### src/rtl/pipe_flow_ctrl_pkg.sv
// Shared definitions for the pipeline flow controller: miss-FSM state
// encodings and the stall/flush vector bit positions.
package pipe_flow_ctrl_pkg;

  typedef enum logic [1:0] {
    I_IDLE = 2'd0,
    I_MISS = 2'd1,
    I_DROP = 2'd2
  } i_state_t;

  typedef enum logic {
    D_IDLE = 1'b0,
    D_MISS = 1'b1
  } d_state_t;

  // Positions in fc_stall_o / fc_flush_o: bit 0 is the PC, bit k is the
  // register between stage k-1 and stage k.
  localparam int IDX_PC   = 0;
  localparam int IDX_IFID = 1;
  localparam int IDX_IDEX = 2;

endpackage

### src/rtl/pipe_flow_ctrl_sat_counter.sv
// Saturating up-counter with synchronous reset; stops at all-ones.
module sat_counter #(
  parameter int CNT_W = 16
) (
  input  logic             clk,
  input  logic             rst,
  input  logic             inc,
  output logic [CNT_W-1:0] count
);

  // Count enabled events, holding at the maximum value instead of wrapping.
  always_ff @(posedge clk) begin
    // NOTE: sequential state uses non-blocking assignments so every flop
    // samples pre-edge values regardless of statement order.
    if (rst) begin
      count <= '0;
    end else if (inc && (count != {CNT_W{1'b1}})) begin
      count <= count + CNT_W'(1);
    end
  end

endmodule

### src/rtl/pipe_flow_ctrl.sv
// Pipeline flow controller: merges redirect, load-use and cache-miss
// hazards into per-boundary stall/flush vectors, defers a redirect that
// arrives during an I-cache refill until the refill completes, and keeps
// stall-cycle and redirect counters.
module pipe_flow_ctrl
  import pipe_flow_ctrl_pkg::*;
#(
  parameter int NSTAGE = 5,
  parameter int XLEN   = 32,
  parameter int CNT_W  = 16
) (
  input  logic              clk,
  input  logic              rst,
  input  logic              id_jump_flag_i,
  input  logic [XLEN-1:0]   id_jump_pc_i,
  input  logic              ex_branch_flag_i,
  input  logic [XLEN-1:0]   ex_branch_pc_i,
  input  logic              id_load_use_flag_i,
  input  logic              if_req_icache_i,
  input  logic              icache_hit_i,
  input  logic              rom_ready_i,
  input  logic              ex_req_dcache_i,
  input  logic              dcache_hit_i,
  input  logic              ram_ready_i,
  output logic [NSTAGE-1:0] fc_stall_o,
  output logic [NSTAGE-1:0] fc_flush_o,
  output logic              fc_jump_flag_o,
  output logic [XLEN-1:0]   fc_jump_pc_o,
  output logic              fc_icache_busy_o,
  output logic              fc_dcache_busy_o,
  output logic [CNT_W-1:0]  fc_stall_cnt_o,
  output logic [CNT_W-1:0]  fc_redir_cnt_o
);

  i_state_t        i_state, i_next;
  d_state_t        d_state, d_next;
  logic [XLEN-1:0] pend_pc, pend_next;

  logic            redir_req, redir_eff;
  logic [XLEN-1:0] redir_pc;
  logic            i_miss_now, d_miss_now;
  logic            i_busy, d_busy;
  logic            enter_drop, drop_release;
  logic [CNT_W-1:0] stall_cnt, redir_cnt;

  // EX is older than ID, so its branch wins and supplies the target.
  assign redir_req  = ex_branch_flag_i | id_jump_flag_i;
  assign redir_pc   = ex_branch_flag_i ? ex_branch_pc_i : id_jump_pc_i;
  assign i_miss_now = if_req_icache_i & ~icache_hit_i;
  assign d_miss_now = ex_req_dcache_i & ~dcache_hit_i;
  assign i_busy     = (i_state != I_IDLE) | i_miss_now;
  assign d_busy     = (d_state == D_MISS) | d_miss_now;
  // A D-cache stall freezes the whole pipe, so the redirect source stays
  // put and re-presents its flag once the refill is done.
  assign redir_eff  = redir_req & ~d_busy;

  // I-FSM next state and pending-target capture.
  always_comb begin
    // NOTE: every variable gets a default before the case so no path
    // leaves it unassigned, which would infer a latch.
    i_next       = i_state;
    pend_next    = pend_pc;
    enter_drop   = 1'b0;
    drop_release = 1'b0;
    case (i_state)
      I_IDLE: begin
        if (i_miss_now) i_next = I_MISS;
      end
      I_MISS: begin
        if (rom_ready_i) begin
          i_next = I_IDLE;
        end else if (redir_eff) begin
          i_next     = I_DROP;
          pend_next  = redir_pc;
          enter_drop = 1'b1;
        end
      end
      I_DROP: begin
        if (redir_eff) pend_next = redir_pc;
        if (rom_ready_i) begin
          i_next       = I_IDLE;
          drop_release = 1'b1;
        end
      end
      default: i_next = I_IDLE;
    endcase
  end

  // D-FSM next state.
  always_comb begin
    d_next = d_state;
    case (d_state)
      D_IDLE:  if (d_miss_now) d_next = D_MISS;
      D_MISS:  if (ram_ready_i) d_next = D_IDLE;
      default: d_next = D_IDLE;
    endcase
  end

  // State registers with synchronous reset.
  always_ff @(posedge clk) begin
    if (rst) begin
      i_state <= I_IDLE;
      d_state <= D_IDLE;
      pend_pc <= '0;
    end else begin
      i_state <= i_next;
      d_state <= d_next;
      pend_pc <= pend_next;
    end
  end

  // Zero-latency stall, flush and redirect outputs; all forced low in reset.
  always_comb begin
    fc_stall_o       = '0;
    fc_flush_o       = '0;
    fc_jump_flag_o   = 1'b0;
    fc_jump_pc_o     = '0;
    fc_icache_busy_o = 1'b0;
    fc_dcache_busy_o = 1'b0;
    if (!rst) begin
      fc_icache_busy_o = i_busy;
      fc_dcache_busy_o = d_busy;
      if (d_busy) begin
        fc_stall_o = '1;
      end else begin
        if (i_busy || id_load_use_flag_i) begin
          fc_stall_o[IDX_PC]   = 1'b1;
          fc_stall_o[IDX_IFID] = 1'b1;
        end
        fc_flush_o[IDX_IFID] = redir_req;
        fc_flush_o[IDX_IDEX] = ex_branch_flag_i | id_load_use_flag_i;
        if (drop_release) begin
          // A redirect coinciding with the refill end is newer than the
          // parked one, so it is the target that goes out.
          fc_jump_flag_o = 1'b1;
          fc_jump_pc_o   = redir_eff ? redir_pc : pend_pc;
        end else if (redir_eff && (i_state != I_DROP) && !enter_drop) begin
          fc_jump_flag_o = 1'b1;
          fc_jump_pc_o   = redir_pc;
        end
      end
    end
  end

  sat_counter #(.CNT_W(CNT_W)) u_stall_cnt (
    .clk   (clk),
    .rst   (rst),
    .inc   (|fc_stall_o),
    .count (stall_cnt)
  );

  sat_counter #(.CNT_W(CNT_W)) u_redir_cnt (
    .clk   (clk),
    .rst   (rst),
    .inc   (fc_jump_flag_o),
    .count (redir_cnt)
  );

  assign fc_stall_cnt_o = rst ? '0 : stall_cnt;
  assign fc_redir_cnt_o = rst ? '0 : redir_cnt;

endmodule
### config.mk
export PLATFORM = sky130hd
export DESIGN_NAME = pipe_flow_ctrl
export DESIGN_NICKNAME = d
export VERILOG_FILES = /design/src/rtl/pipe_flow_ctrl_pkg.sv /design/src/rtl/pipe_flow_ctrl_sat_counter.sv /design/src/rtl/pipe_flow_ctrl.sv
export SDC_FILE = /design/constraint.sdc
export NUM_CORES = 1
export LEC_CHECK = 0
export CAP_MARGIN = 40
export CORE_ASPECT_RATIO = 1.5
export CORE_MARGIN = 2
export CORE_UTILIZATION = 39
export DETAILED_ROUTE_END_ITERATION = 12
export GPL_ROUTABILITY_DRIVEN = 1
export GPL_TIMING_DRIVEN = 0
export PLACE_DENSITY = 0.8
export SLEW_MARGIN = 20
export SYNTH_ARGS = -nofsm -noshare
export SYNTH_HDL_FRONTEND = slang
export SYNTH_SLANG_ARGS = --single-unit
### constraint.sdc
create_clock -name clk -period 1.9 [get_ports clk]
set_input_delay 0.38 -clock clk [delete_from_list [all_inputs] [get_ports clk]]
set_output_delay 0.38 -clock clk [all_outputs]
set_load 0.05 [all_outputs]
==> metrics.txt <==
n_diodes 0; outcome finished with violations; TritonRoute pass-1 iters 5; vias in the first global route approximately 4300; register area share after synthesis 0.357; CP Data Required Time 1.52 ns; max-slew violations 0; Num CTS Buffers 9; Final Hold Vio Count 0; Worst R2R Start i_state[1]; Initial Util 0.404; Max Root-Sink Buffers 2; Mapped Area about 3800 um^2; CP arrival around 2.0 ns; die width 84.1 um; root buffer cell clkbuf_16; Tightest Pin Transition approximately 0.76 ns; core area 9310 um^2; worst setup margin -0.474 ns; met1 Use GR 0.278; non-filler cells, final 771; CP Launch Point i_state[1]; asr flop ratio synth 0; Synth warnings 0; fin crit share 1.25; Crit. End Element primary output; clock-pin slew on the worst setup and hold paths roughly 0.05 ns; RSZ-0062 raised after global routing true; most common cell in the netlist nor2_1; DP Cell Count between 700 and 800; routability cong. ~0.86; Antenna Nets Post-Route 0; Syn Area/Cell between 8 and 9 um^2; Setup Viol. Count Final 64; largest cells by area after synthesis dfxtp_1 36%, a211oi_1 13%, nor2_1 10%, mux2i_1 8.5%, mux2_2 5.4%; Worst-Skew Late Latency between 0.3 and 0.4 ns; via density per instance around 5.5; final wirelength 14.1 mm; Power, Total roughly 4300 uW; number of antenna violations at the first check in global routing 0; Layout area overhead 87.0%; Synth Flop Type dfxtp_1; IO Count approximately 150; power per cell area approximately 600 nW/um^2; fin nets 731; DRC viols 0; die area ~10000 um^2; die height ~120 um; WS Path Type reg -> out; # rows between 40 and 50; DP Wirelength approximately 9.3 mm; Iter 0 DRT Violations roughly 190; Worst setup SP type register; slew margin rel. 0.493; GR Util met2 0.466; H-tree Lvls 3; largest net degree at the start of global routing 11; Fill cells 615; Wirelength per Cell 18.2 um; min Tclk post-route about 2.4 ns; Hold WS around 0.49 ns; LEAKAGE 0.00287 uW; GRT Util Overall 0.254; CTS tree done; via count ~4200; gr busiest metal met2; top post-synthesis cells by count 103 x nor2_1, 67 x dfxtp_1, 65 x a211oi_1; Synth top area share 0.357; failing checks setup timing; first-pass GRT wire length about 21 mm; fmax about 420 MHz; clk sinks 67; worst min path class reg -> reg; max cap viols 0; Unique masters post-synth between 40 and 50; Hold Startpoint u_redir_cnt.count[3]; Post-synth EDFFs 0; PortBufs 147; post-synth top area cell dfxtp_1; peak supply drop a little under 0.7 mV; met3 Usage GRT 0.0689; skew final 0.00468 ns; total grt overflow 0; Mapped Cells about 460; Yosys reg bits 67; share of cells above drive strength 1 0.398; worst-path fanout max 8
routing by layer:
layer / part of all wire / routed length [um]
met3: 0.061 / 861
met4: 0.022 / 303
met5: 0 / 0
met2: 0.54 / 7540
met1: 0.38 / 5340
stage by stage:
stage | worst slack [ns] | setup TNS, ns | instance area, um^2 | utilization
4_1_cts | -0.468 | -14.77 | 6710 | 0.721
2_1_floorplan | -0.311 | -9.81 | 4330 | -
5_1_grt | -0.540 | -23.68 | 7030 | 0.755
6_report | -0.474 | -19.53 | 7030 | 0.755
3_5_place_dp | -1.65 | -123.88 | 5950 | 0.639
3_3_place_gp | -1.66 | -122.61 | 5950 | 0.639
critical path, cell delays in order (launching register included):
cell and delay (ns):
dfxtp_4 0.36, nor2b_4 0.14, a221oi_4 0.39, nand2_8 0.18, clkbuf_16 0.22, a211oi_4 0.18, buf_6 0.19
state kept, by name (all words and copies together), names as in the netlist:
name               cells
pend_pc               32
u_stall_cnt.count     16
d_state                1
u_redir_cnt.count     16
i_state                2
worst paths after layout:
kind / to / slack [ns] / cells after the start
setup / recovery: fc_jump_pc_o[21] / -0.47 / 6
setup reg to reg: u_stall_cnt.count[5] / -0.34 / 12
hold reg to reg: u_redir_cnt.count[3] / 0.49 / 1
hold / removal: u_redir_cnt.count[3] / 0.49 / 1
what timing repair did:
action	4_1_cts	5_1_grt
pin swaps	29	29
gates cloned	5	0
endpoints found under the setup margin	135	95
hold buffers	0	0
gates resized for setup	494	69
setup buffers	20	14
report_power, final:
part | switching, uW | total, uW | internal (uW) | leakage, uW
Sequential | 42.7 | 1500 | 1450 | 0.000545
Combinational | 669 | 1220 | 554 | 0.00218
Clock | 585 | 1610 | 1020 | 0.000146
Total | 1300 | 4330 | 3030 | 0.00287
cells in the final DEF, fill, tap and decap left out, types with 14 or more instances in the layout:
cell type / instances
nor2_1: 94
clkdlybuf4s50_1: 66
dfxtp_1: 62
buf_6: 49
a211oi_4: 33
mux2i_1: 32
buf_4: 32
a211oi_1: 30
buf_2: 22
inv_1: 19
nor2b_1: 16
clkbuf_16: 14
clkdlybuf4s15_2: 14
final cells by class:
| class | instances | area, um^2 | area share |
|---|---|---|---|
| multi-input cells | 334 | 2910 | 0.414 |
| clock buffers | 15 | 288 | 0.0410 |
| clock inverters | 1 | 5.00 | 0.000712 |
| inverters | 20 | 75.1 | 0.0107 |
| flip-flops and latches | 67 | 1350 | 0.193 |
| well taps | 112 | 140 | 0.0199 |
| repair buffers | 184 | 1810 | 0.257 |
| plain buffers | 38 | 450 | 0.0641 |
cells by family after synthesis:
group	synth area share
and+or+nand+nor	0.240
buffers and inverters	0.0706
adders and majority gates	0.00666
muxes	0.147
xor gates and xnor gates	0.00933
DFF	0.357
AOI/OAI and AO/OA	0.169
other	0.000998
Power figures use the tool's default switching activity.
